===== src/rtl/im_fetch_responder.sv =====
// Instruction-fetch responder: word-aligned fetch -> SRAM word index, WAIT wait states, one SRAM read, held response.
// Latency WAIT+2 edges past accept (bad address: RESP right after accept); response held until rsp_ready, flush wins.
`ifndef PC_WIDTH
`define PC_WIDTH 32
`endif
`ifndef IM_BASE_ADDR
`define IM_BASE_ADDR 32'h0000_0000
`endif

module im_fetch_responder #(
    parameter int              AW         = `PC_WIDTH,
    parameter int              DEPTH_LOG2 = 10,
    parameter logic [AW-1:0]   BASE_ADDR  = `IM_BASE_ADDR,
    parameter int              WAIT       = 1
) (
    input  logic                  clk,
    input  logic                  rst_n,
    input  logic                  flush,
    input  logic                  req_valid,
    output logic                  req_ready,
    input  logic [AW-1:0]         req_addr,
    output logic                  rsp_valid,
    input  logic                  rsp_ready,
    output logic [31:0]           rsp_data,
    output logic                  rsp_err,
    output logic [AW-1:0]         rsp_addr,
    output logic                  mem_en,
    output logic [DEPTH_LOG2-1:0] mem_addr,
    input  logic [31:0]           mem_rdata
);

    typedef enum logic [2:0] {S_IDLE, S_WSTATE, S_READ, S_FILL, S_RESP} state_e;

    localparam logic [AW-1:0] LIMIT   = AW'(4) << DEPTH_LOG2;
    localparam logic [2:0]    WAIT_M1 = (WAIT > 0) ? 3'(WAIT - 1) : 3'd0;

    state_e                state_q, state_d;
    logic [2:0]            cnt_q, cnt_d;
    logic [DEPTH_LOG2-1:0] idx_q, idx_d;
    logic [31:0]           data_q, data_d;
    logic                  err_q, err_d;
    logic [AW-1:0]         addr_q, addr_d;

    logic [AW-1:0]         offset;
    logic [DEPTH_LOG2-1:0] idx_w;
    logic                  bad_addr;
    logic                  accept;

    // Addresses below the base wrap to huge offsets, but are rejected explicitly as well.
    assign offset   = req_addr - BASE_ADDR;
    assign idx_w    = DEPTH_LOG2'(offset >> 2);
    assign bad_addr = (req_addr[1:0] != 2'b00) || (req_addr < BASE_ADDR) || (offset >= LIMIT);

    assign req_ready = !flush && ((state_q == S_IDLE) || ((state_q == S_RESP) && rsp_ready));
    assign accept    = req_valid && req_ready;

    assign rsp_valid = (state_q == S_RESP);
    assign mem_en    = (state_q == S_READ);
    assign mem_addr  = idx_q;
    assign rsp_data  = data_q;
    assign rsp_err   = err_q;
    assign rsp_addr  = addr_q;

    always_comb begin
        state_d = state_q;
        cnt_d   = cnt_q;
        idx_d   = idx_q;
        data_d  = data_q;
        err_d   = err_q;
        addr_d  = addr_q;

        case (state_q)
            S_WSTATE: begin
                if (cnt_q == 3'd0) state_d = S_READ;
                else               cnt_d   = cnt_q - 3'd1;
            end
            S_READ:   state_d = S_FILL;
            S_FILL: begin
                data_d  = mem_rdata;
                err_d   = 1'b0;
                state_d = S_RESP;
            end
            S_RESP:   if (rsp_ready) state_d = S_IDLE;
            default:  ;
        endcase

        // An accept in RESP overrides the return to IDLE so back-to-back fetches lose no cycle.
        if (accept) begin
            addr_d = req_addr;
            idx_d  = idx_w;
            if (bad_addr) begin
                state_d = S_RESP;
                err_d   = 1'b1;
                data_d  = 32'd0;
            end else if (WAIT > 0) begin
                state_d = S_WSTATE;
                cnt_d   = WAIT_M1;
            end else begin
                state_d = S_READ;
            end
        end

        if (flush) state_d = S_IDLE;
    end

    always_ff @(posedge clk or negedge rst_n) begin
        if (!rst_n) begin
            state_q <= S_IDLE;
            cnt_q   <= 3'd0;
            idx_q   <= '0;
            data_q  <= 32'd0;
            err_q   <= 1'b0;
            addr_q  <= '0;
        end else begin
            state_q <= state_d;
            cnt_q   <= cnt_d;
            idx_q   <= idx_d;
            data_q  <= data_d;
            err_q   <= err_d;
            addr_q  <= addr_d;
        end
    end

endmodule


===== config.mk =====
export PLATFORM = sky130hd
export DESIGN_NAME = im_fetch_responder
export DESIGN_NICKNAME = d
export VERILOG_FILES = /design/src/rtl/im_fetch_responder.sv
export SDC_FILE = /design/constraint.sdc
export NUM_CORES = 1
export LEC_CHECK = 0
export CORE_ASPECT_RATIO = 1.25
export CORE_MARGIN = 4
export CORE_UTILIZATION = 45
export CTS_BUF_LIST = sky130_fd_sc_hd__clkbuf_4 sky130_fd_sc_hd__clkbuf_8
export DETAILED_ROUTE_END_ITERATION = 8
export PLACE_DENSITY = 0.95
export RECOVER_POWER = 50
export SLEW_MARGIN = 20
export SYNTH_ARGS = -nofsm -noshare
export SYNTH_HDL_FRONTEND = slang
export SYNTH_SLANG_ARGS = --single-unit

===== constraint.sdc =====
create_clock -name clk -period 4.4 [get_ports clk]
set_input_delay 0.88 -clock clk [delete_from_list [all_inputs] [get_ports clk]]
set_output_delay 0.88 -clock clk [all_outputs]
set_load 0.02 [all_outputs]

==> results of run 1 <==
report_power, final:
group          switching [mW]  leakage [nW]  total, mW  internal (mW)
sequential             0.0302         0.902      0.737          0.707
combinational           0.177         0.949      0.379          0.202
clock                   0.216        0.0922      0.457          0.241
worst max-delay path, delay by kind of cell:
family	cells	cell delay, ps
buf+inv	3	1960
compound gates	2	470
simple gates	1	300
area by class of cell:
| class | instances | area share |
|---|---|---|
| clock buffers | 13 | 0.03625 |
| clock inverters | 1 | 0.001090 |
| inverters | 6 | 0.004906 |
| multi-input cells | 168 | 0.2270 |
| flip-flops and latches | 71 | 0.3870 |
| well taps | 85 | 0.02317 |
| repair buffers | 149 | 0.3205 |
cells by family (layout without fill, tap and decap cells):
family,after synthesis,after routing,share of synthesized area
AOI/OAI and AO/OA,43,43,0.08676
xor gates and xnor gates,1,1,0.002934
adders and majority gates,2,2,0.008381
buffers and inverters,29,169,0.05909
DFF,71,71,0.5951
muxes,33,33,0.1245
and+or+nand+nor,89,89,0.1232
stage by stage:
stage	util	instances
CTS	0.7269	493
global placement	0.6990	479
global route	0.7257	493
detailed placement	0.6998	479
floorplan	-	268
finish	0.7257	493
routing by layer:
layer | GRT usage | up-vias
met3 | 0.07313 | 9
met5 | 0 | -
met4 | 0.05722 | 0
li1 | - | 1162
met2 | 0.3637 | 97
met1 | 0.2396 | 1211
cell usage after synthesis, types with 2 or more instances:
| cell type | instances | area, µm² |
|---|---|---|
| nand2b_1 | 2 | 12.51 |
| inv_1 | 5 | 18.77 |
| clkbuf_1 | 6 | 22.52 |
| dfrtp_1 | 71 | 1777 |
| nor2_1 | 5 | 18.77 |
| a21oi_1 | 35 | 175.2 |
| a21o_1 | 2 | 15.01 |
| nor3_1 | 5 | 25.02 |
| ha_1 | 2 | 25.02 |
| buf_6 | 3 | 33.78 |
| nand2_1 | 68 | 255.2 |
| buf_2 | 3 | 15.01 |
| mux2_2 | 33 | 371.6 |
| buf_4 | 11 | 82.58 |
| nor4_1 | 5 | 31.28 |
registers in the layout, indices dropped and copies added (netlist names):
name / count
cnt_q: 3
state_q: 3
mem_addr: 9
rsp_data: 32
rsp_err: 1
rsp_addr: 23
worst min-delay path by stage:
| stage | slack, ps | to |
|---|---|---|
| global route | 510 | rsp_err |
| detailed placement | 470 | rsp_err |
| global placement | 460 | rsp_err |
| CTS | 490 | rsp_err |
| floorplan | 510 | cnt_q[2] |
| finish | 480 | rsp_err |
==> metrics.csv, run 1 <==
stage;metric;value;unit
grt;first-pass GRT wire length;12.86;mm
setup_path;Critical Path, Cell by Cell;clkdlybuf4s50_1, inv_1, o2111ai_4, clkbuf_1, nor3_1, o31a_1;
grt;total grt overflow;0;
logic_synthesis;cell area after synthesis;2985;µm²
logic_synthesis;synthesized flop and latch total;71;
final_layout;register area;1777;µm²
final_layout;most frequent cells in the layout;clkdlybuf4s50_1 (108), dfrtp_1 (71), nand2_1 (68);
status;status;complete, but fails checks;
route;drt total wl;8.064;mm
place;Detail Placement HPWL;6.074;mm
hold_path;hold path start;rsp_err;
timing;setup violators final;0;
clock_tree;cts hold-fix bufs;0;
setup_path;r2r startpoint;state_q[2];
clock_tree;clock sinks;71;
floorplanning;Starting Density;0.4719;
clock_tree;CTS root buf;clkbuf_8;
route;WL met3;641;µm
route;met1 WL;3.051;mm
clock_tree;post-CTS resize count;0;
final_layout;area added between synthesis and finish;53.77;%
logic_synthesis;syn nets;339;
power;Static Leakage;1.943;nW
setup_path;worst flop-to-flop path endpoint;state_q[0];
floorplanning;Ports;147;
route;metal2 WL;4.278;mm
timing;Final period util;0.7709;
setup_path;flop2flop setup slack;1480;ps
timing;slew margin rel.;-0.4116;
logic_synthesis;register area share after synthesis;0.5951;
timing;Max Clock Skew;5.925;ps
status;failing checks;capacitance limit, slew limit;
final_layout;fillers;472;
setup_path;crit path max-delay cell type;clkbuf_1;
setup_path;crit start category;input pin;
place;number of port buffers;146;
logic_synthesis;Mean Syn Cell Area;11.14;µm²
route;Max Used Layer;met4;
route;DRT Pass-1 Iters;4;
logic_synthesis;number of synthesized flops with an enable pin;0;
route;vias per cell;5.028;
setup_path;WP data arrival;3600;ps
setup_path;crit path max fanout;35;
route;Detail Route Antenna Nets;0;
grt;initial antenna violation count;0;
place;DP Area;4427;µm²
timing;Final Hold Vio Count;0;
final_layout;share of layout cells above drive strength 1;0.1324;
grt;GR Util All Layers;0.2088;
logic_synthesis;Post-synth top flop;dfrtp_1;
timing;final setup margin;1008;ps
route;via count;2479;
clock_tree;H-tree depth;3;
setup_path;Worst Setup SP;flush;
power;total power;1.573;mW
setup_path;max incr delay on CP;1320;ps
route;drt wl/cell;16.36;µm
setup_path;critical path class;in2reg;
timing;minimum clock period;3392;ps
logic_synthesis;post-synth cell types;27;
floorplanning;Die Ht;99.07;µm
timing;Hold Worst Slack;481.6;ps
final_layout;ant diodes;0;
timing;unrepaired setup endpoints after global routing;false;
setup_path;crit end category;register;
grt;vias in the first global route;2669;
timing;worst-margin pin slew;2117;ps
power;pwr dens;342.6;nW/µm²
logic_synthesis;Synth Warn #;0;
clock_tree;CTS tree;yes;
clock_tree;clock slew at reported path FFs;70;ps
floorplanning;Die X;80.85;µm
final_layout;Nets;476;
timing;Max Freq;294.8;MHz
floorplanning;FP Rows;32;
final_layout;post-route cell area;4591;µm²
setup_path;FF-to-FF path depth;5;
hold_path;WHS Path Cells;1;
power;VDD IR max;0.2361;mV
clock_tree;later-pin clock latency in the skew report;330;ps
timing;count of final max-slew check failures;78;
logic_synthesis;post-synthesis async set-or-reset flop share;1.000;
floorplanning;Core Area;6326;µm²
route;DRC Markers;0;
clock_tree;Clock Tree Buf Depth;2;
clock_tree;CTS buffer count;9;
place;pre-CTS setup slack;1252;ps
logic_synthesis;Synth Instances;268;
place;gpl congestion;0.7844;
final_layout;commonest non-fill, non-tap cell in the layout;clkdlybuf4s50_1;
grt;maximum number of pins on one net before global-route repair;42;
setup_path;CP endpoint;state_q[0];
clock_tree;Post-CTS Repair Setup Buffers;0;
route;drt first-iter violations;101;
run;max-cap violation count;2;
floorplanning;die area;8009;µm²
setup_path;worst endpoint required time;4610;ps
hold_path;Worst Hold Class;reg2reg;
final_layout;multi-input logic area;1042;µm²
timing;setup TNS;0;ps
Power figures use the tool's default switching activity.
==> run 2, diff against run 1 <==
--- a/config.mk
+++ b/config.mk
@@ -7,10 +7,10 @@
 export LEC_CHECK = 0
 export CORE_ASPECT_RATIO = 1.25
 export CORE_MARGIN = 4
-export CORE_UTILIZATION = 45
+export CORE_UTILIZATION = 42
 export CTS_BUF_LIST = sky130_fd_sc_hd__clkbuf_4 sky130_fd_sc_hd__clkbuf_8
 export DETAILED_ROUTE_END_ITERATION = 8
-export PLACE_DENSITY = 0.95
+export PLACE_DENSITY = 0.9
 export RECOVER_POWER = 50
 export SLEW_MARGIN = 20
 export SYNTH_ARGS = -nofsm -noshare
==> constraint.sdc (replaced) <==
create_clock -name clk -period 3.4 [get_ports clk]
set_input_delay 0.68 -clock clk [delete_from_list [all_inputs] [get_ports clk]]
set_output_delay 0.68 -clock clk [all_outputs]
set_load 0.02 [all_outputs]
==> run 2 against run 1 <==
Against the previous run:
- the run still ends with capacitance limit, slew limit left
- combinational power grew 30%
- via count is essentially flat
- wire length shrank 0.47%
- count of clock-buffer cells in the layout is the same
- critical path type is now in2out
- non-clock buffer count grew 1
- utilization shrank 5.8 points
- hold slack gained 1.7 ps
- cell count grew 1.2%
- critical endpoint is now req_ready
- flip-flop and latch count is the same
- global-route usage shrank 2.0 points
==> metrics.csv, run 2 (same netlist as run 1, synthesis figures left out) <==
stage;metric;value;unit;change
floorplanning;Ports;147;;unchanged
hold_path;Worst Hold Class;reg2reg;;unchanged
final_layout;ant diodes;0;;unchanged
clock_tree;post-CTS resize count;0;;unchanged
route;drt first-iter violations;95;;was 101
floorplanning;Die X;83.41;µm;was 80.85 µm
timing;count of final max-slew check failures;72;;was 78
clock_tree;Clock Tree Buf Depth;2;;unchanged
floorplanning;FP Rows;34;;was 32
setup_path;crit end category;output port;;was register
setup_path;FF-to-FF path depth;5;;unchanged
timing;Final period util;0.8114;;
power;pwr dens;441.8;nW/µm²;was 342.6 nW/µm²
floorplanning;Core Area;6934;µm²;was 6326 µm²
timing;Hold Worst Slack;483.2;ps;was 481.6 ps
timing;unrepaired setup endpoints after global routing;false;;unchanged
status;status;complete, but fails checks;;unchanged
hold_path;WHS Path Cells;1;;unchanged
power;VDD IR max;0.3142;mV;was 0.2361 mV
grt;GR Util All Layers;0.1891;;was 0.2088
grt;vias in the first global route;2599;;was 2669
route;drt total wl;8.026;mm;was 8.064 mm
grt;total grt overflow;0;;unchanged
floorplanning;Starting Density;0.4305;;was 0.4719
final_layout;max reg flops;32;;unchanged
timing;setup violators final;0;;unchanged
route;via count;2478;;was 2479
timing;setup TNS;0;ps;unchanged
status;failing checks;capacitance limit, slew limit;;unchanged
setup_path;crit start category;input pin;;unchanged
place;Detail Placement HPWL;5.928;mm;was 6.074 mm
timing;slew margin rel.;-0.1779;;was -0.4116
clock_tree;CTS root buf;clkbuf_8;;unchanged
clock_tree;CTS tree;yes;;unchanged
grt;maximum number of pins on one net before global-route repair;72;;was 42
floorplanning;die area;8530;µm²;was 8009 µm²
setup_path;critical path class;in2out;;was in2reg
final_layout;commonest non-fill, non-tap cell in the layout;clkdlybuf4s50_1;;unchanged
final_layout;area added between synthesis and finish;54.99;%;was 53.77%
clock_tree;later-pin clock latency in the skew report;330;ps;about the same
timing;Max Freq;362.5;MHz;
final_layout;register area;1777;µm²;unchanged
final_layout;share of layout cells above drive strength 1;0.1345;;was 0.1324
route;drt wl/cell;16.08;µm;was 16.36 µm
setup_path;worst endpoint required time;2720;ps;was 4610 ps
final_layout;multi-input logic area;1037;µm²;was 1042 µm²
final_layout;fin util;0.6673;;was 0.7257
clock_tree;Post-CTS Repair Setup Buffers;0;;unchanged
clock_tree;clock slew at reported path FFs;70;ps;about the same
place;gpl congestion;0.7790;;was 0.7844
run;max-cap violation count;1;;was 2
place;number of port buffers;146;;unchanged
final_layout;fillers;547;;was 472
setup_path;WP data arrival;2080;ps;was 3600 ps
grt;initial antenna violation count;0;;unchanged
route;DRT Pass-1 Iters;4;;unchanged
clock_tree;H-tree depth;3;;unchanged
route;Detail Route Antenna Nets;0;;unchanged
floorplanning;Die Ht;102.3;µm;was 99.07 µm
timing;Final Hold Vio Count;0;;unchanged
timing;final setup margin;641.2;ps;was 1008 ps
place;pre-CTS setup slack;647.3;ps;was 1252 ps
route;vias per cell;4.966;;was 5.028
clock_tree;clock sinks;71;;unchanged
timing;Max Clock Skew;6.872;ps;was 5.925 ps
power;Static Leakage;1.981;nW;was 1.943 nW
setup_path;crit path max fanout;3;;was 35
grt;first-pass GRT wire length;12.68;mm;was 12.86 mm
final_layout;Nets;477;;was 476
clock_tree;CTS buffer count;9;;unchanged
route;DRC Markers;0;;unchanged
timing;minimum clock period;2759;ps;
timing;worst-margin pin slew;1767;ps;was 2117 ps
clock_tree;cts hold-fix bufs;0;;unchanged
final_layout;most frequent cells in the layout;clkdlybuf4s50_1 (107), dfrtp_1 (71), nand2_1 (68);;was clkdlybuf4s50_1 (108), dfrtp_1 (71), nand2_1 (68)
## run 2: final cells by class
| type | instances | area share |
|---|---|---|
| Clock buffer | 13 | 0.03597 |
| Clock inverter | 1 | 0.001082 |
| Inverter | 6 | 0.004867 |
| Multi-Input combinational cell | 168 | 0.2242 |
| Sequential cell | 71 | 0.3840 |
| Tap cell | 90 | 0.02434 |
| Timing Repair Buffer | 150 | 0.3256 |
## run 2: through the flow
| step | area [µm²] | instances | total power [mW] |
|---|---|---|---|
| 3_5_place_dp | 4458 | 485 | 1.482 |
| 4_1_cts | 4629 | 499 | 2.083 |
| 6_report | 4627 | 499 | 2.044 |
| 5_1_grt | 4627 | 499 | 2.131 |
| 3_3_place_gp | 4431 | 484 | 1.463 |
| 2_1_floorplan | 2985 | 268 | 1.204 |
## run 2: power by group
group	internal, mW	switching [mW]	total (mW)	leakage (nW)
logic	0.265	0.229	0.494	0.987
clock network	0.312	0.285	0.597	0.0922
registers	0.915	0.0381	0.953	0.902
total	1.49	0.552	2.04	1.98
## run 2: layer usage
layer | GRT usage | vias up | routed length, µm
li1 | - | 1172 | -
met1 | 0.2052 | 1202 | 3036
met2 | 0.3395 | 91 | 4194
met3 | 0.06774 | 13 | 637
met4 | 0.07673 | 0 | 158
met5 | 0 | - | 0
## run 2: critical path, stage by stage
cell,delay (ps)
clkdlybuf4s50_1,460
inv_1,150
o211a_1,160
clkdlybuf4s50_1,630
## run 2: worst paths after layout
| kind | endpoint | startpoint | slack, ps |
|---|---|---|---|
| max | req_ready | flush | 640 |
| min | rsp_err | rsp_err | 480 |
| max reg2reg | rsp_data[20] | state_q[1] | 1470 |
| min reg2reg | rsp_err | rsp_err | 480 |
| max in group asynchronous | rsp_data[10] | rst_n | 1540 |
| min in group asynchronous | rsp_data[23] | rst_n | 830 |
==> run 3, diff against run 2 <==
==> constraint.sdc (replaced) <==
create_clock -name clk -period 2.85 [get_ports clk]
set_input_delay 0.57 -clock clk [delete_from_list [all_inputs] [get_ports clk]]
set_output_delay 0.57 -clock clk [all_outputs]
set_load 0.02 [all_outputs]
==> run 3 against run 2 <==
Against the previous run:
- the flow still finishes with violations (capacitance limit, slew limit)
- via count down 1.2%
- combinational power is 18% higher
- hold slack improved by 7.5 ps
- die area unchanged
- worst setup slack worse by 330 ps
- critical path depth unchanged
- wire length shrank 4.9%
- sequential power grew 20%
- global-route usage shrank 0.74 points
- sequential share of layout area is 0.073 points higher
- design area decreased by 0.19%
==> metrics.csv, run 3 (same netlist as run 1, synthesis figures left out) <==
stage;metric;value;unit;change
status;status;complete, but fails checks;;unchanged
status;failing checks;capacitance limit, slew limit;;unchanged
power;internal cell power;1.778;mW;was 1.492 mW
grt;total grt overflow;0;;unchanged
final_layout;multi-input logic area;1037;µm²;unchanged
hold_path;Worst Hold Class;reg2reg;;unchanged
final_layout;commonest non-fill, non-tap cell in the layout;clkdlybuf4s50_1;;unchanged
setup_path;max incr delay on CP;640;ps;was 630 ps
power;total power;2.423;mW;was 2.044 mW
run;max-cap violation count;1;;unchanged
final_layout;ant diodes;0;;unchanged
clock_tree;clock slew at reported path FFs;60;ps;was 70 ps
timing;setup TNS;0;ps;unchanged
timing;unrepaired setup endpoints after global routing;false;;unchanged
setup_path;flop2flop setup slack;930;ps;was 1470 ps
final_layout;register area;1777;µm²;unchanged
grt;GR Util met2;0.3160;;was 0.3395
setup_path;WP data arrival;1970;ps;was 2080 ps
power;Flop pwr share;0.469;;was 0.466
grt;vias in the first global route;2529;;was 2599
setup_path;crit path max-delay cell type;clkdlybuf4s50_1;;unchanged
floorplanning;Die X;83.41;µm;unchanged
route;drt first-iter violations;80;;was 95
clock_tree;cts hold-fix bufs;0;;unchanged
final_layout;Nets;477;;unchanged
grt;maximum number of pins on one net before global-route repair;72;;unchanged
power;switching power share of the total;0.2661;;was 0.2699
route;drt total wl;7.633;mm;was 8.026 mm
power;clock power share;0.290;;was 0.292
power;Static Leakage;1.976;nW;was 1.981 nW
setup_path;CP delay by family, top;buffers and inverters;;unchanged
final_layout;max reg flops;32;;unchanged
setup_path;Worst Setup SP;flush;;unchanged
final_layout;most frequent cells in the layout;clkdlybuf4s50_1 (107), dfrtp_1 (71), nand2_1 (68);;unchanged
floorplanning;FP Rows;34;;unchanged
grt;GR Util All Layers;0.1817;;was 0.1891
clock_tree;H-tree depth;3;;unchanged
grt;initial antenna violation count;0;;unchanged
timing;Final Hold Vio Count;0;;unchanged
floorplanning;Starting Density;0.4305;;unchanged
setup_path;Buf+Inv Stages, Crit Path;3;;unchanged
setup_path;crit start category;input pin;;unchanged
clock_tree;later-pin clock latency in the skew report;330;ps;about the same
route;DRC Markers;0;;unchanged
final_layout;fillers;562;;was 547
clock_tree;CTS buffer count;9;;unchanged
clock_tree;Clock Tree Buf Depth;2;;unchanged
timing;Max Clock Skew;9.209;ps;was 6.872 ps
setup_path;crit end category;output port;;unchanged
setup_path;worst endpoint required time;2280;ps;was 2720 ps
clock_tree;post-CTS resize count;0;;unchanged
floorplanning;Ports;147;;unchanged
setup_path;CP endpoint;req_ready;;unchanged
setup_path;worst flop-to-flop path endpoint;state_q[0];;was rsp_data[20]
timing;worst-margin pin slew;1753;ps;was 1767 ps
grt;met3 Use GR;0.07258;;was 0.06774
power;pwr dens;524.6;nW/µm²;was 441.8 nW/µm²
timing;count of final max-slew check failures;72;;unchanged
grt;first-pass GRT wire length;12.19;mm;was 12.68 mm
setup_path;stages on the worst setup path;4;;unchanged
setup_path;critical path class;in2out;;unchanged
timing;minimum clock period;2538;ps;
floorplanning;Core Area;6934;µm²;unchanged
place;gpl congestion;0.8024;;was 0.7790
setup_path;FF-to-FF path depth;5;;unchanged
grt;met1 track demand over resource;0.1975;;was 0.2052
setup_path;Critical Path Most Common Cell;clkdlybuf4s50_1;;unchanged
place;number of port buffers;146;;unchanged
clock_tree;CTS root buf;clkbuf_8;;unchanged
route;vias per cell;4.916;;was 4.966
clock_tree;clock sinks;71;;unchanged
timing;slew margin rel.;-0.1684;;was -0.1779
final_layout;share of layout cells above drive strength 1;0.1324;;was 0.1345
final_layout;area added between synthesis and finish;54.69;%;was 54.99%
timing;Max Freq;394.1;MHz;
power;combinational power share;0.241;;was 0.242
place;Detail Placement HPWL;5.726;mm;was 5.928 mm
floorplanning;Die Ht;102.3;µm;unchanged
route;Detail Route Antenna Nets;0;;unchanged
setup_path;crit path max fanout;3;;unchanged
power;switching pwr;644.8;µW;was 551.6 µW
clock_tree;CTS tree;yes;;unchanged
route;via count;2448;;was 2478
floorplanning;die area;8530;µm²;unchanged
route;DRT Pass-1 Iters;4;;unchanged
setup_path;Critical Path, Cell by Cell;clkdlybuf4s50_1, inv_1, o211a_1, clkdlybuf4s50_1;;unchanged
timing;Final period util;0.8904;;
power;VDD IR max;0.3448;mV;was 0.3142 mV
hold_path;hold path start;rsp_err;;unchanged
grt;grt peak-use layer;met2;;unchanged
route;drt wl/cell;15.33;µm;was 16.08 µm
setup_path;r2r startpoint;state_q[1];;unchanged
timing;setup violators final;0;;unchanged
clock_tree;Post-CTS Repair Setup Buffers;0;;unchanged
run 3: cell count changes in the layout (fill, tap and decap cells not counted), sizes merged:
cell,delta
clkbuf,-1
run 3: worst min-delay path by stage:
stage                         endpoint  slack (ps)  cells past startpoint
after global routing           rsp_err         520                      1
after floorplan               cnt_q[0]         270                      0
after CTS                 rsp_data[27]         380                      1
after detailed placement       rsp_err         470                      1
after global placement         rsp_err         460                      1
final                          rsp_err         490                      1
run 3: through the flow:
step | setup WS, ps | utilization | instances | hold slack, ps | area, µm²
final | 312.3 | 0.6660 | 498 | 490.8 | 4618
after global routing | 262.2 | 0.6660 | 498 | 520.1 | 4618
after global placement | 344.6 | 0.6418 | 485 | 459.5 | 4451
after floorplan | 1249 | - | 268 | 274.4 | 2985
after detailed placement | 295.3 | 0.6418 | 485 | 465.7 | 4451
after CTS | 285.0 | 0.6664 | 498 | 381.7 | 4621
run 3: layout make-up:
| class | instances | area share |
|---|---|---|
| clock buffers | 12 | 0.03576 |
| clock inverters | 1 | 0.001084 |
| repair buffers | 150 | 0.3246 |
| inverters | 6 | 0.004877 |
| multi-input cells | 168 | 0.2246 |
| flip-flops and latches | 71 | 0.3847 |
| well taps | 90 | 0.02438 |
run 3: routing by layer:
| layer | wire length, µm | vias to the layer above |
|---|---|---|
| met3 | 623 | 20 |
| met4 | 218 | 0 |
| met2 | 3876 | 95 |
| met5 | 0 | - |
| met1 | 2914 | 1162 |
| li1 | - | 1171 |
run 3: power by group through the flow:
stage,registers [mW],logic (mW),clock network (mW)
after detailed placement,1.16,0.606,0
after global routing,1.15,0.619,0.774
final,1.14,0.585,0.703
after floorplan,1.25,0.186,0
after CTS,1.14,0.608,0.733
after global placement,1.15,0.597,0
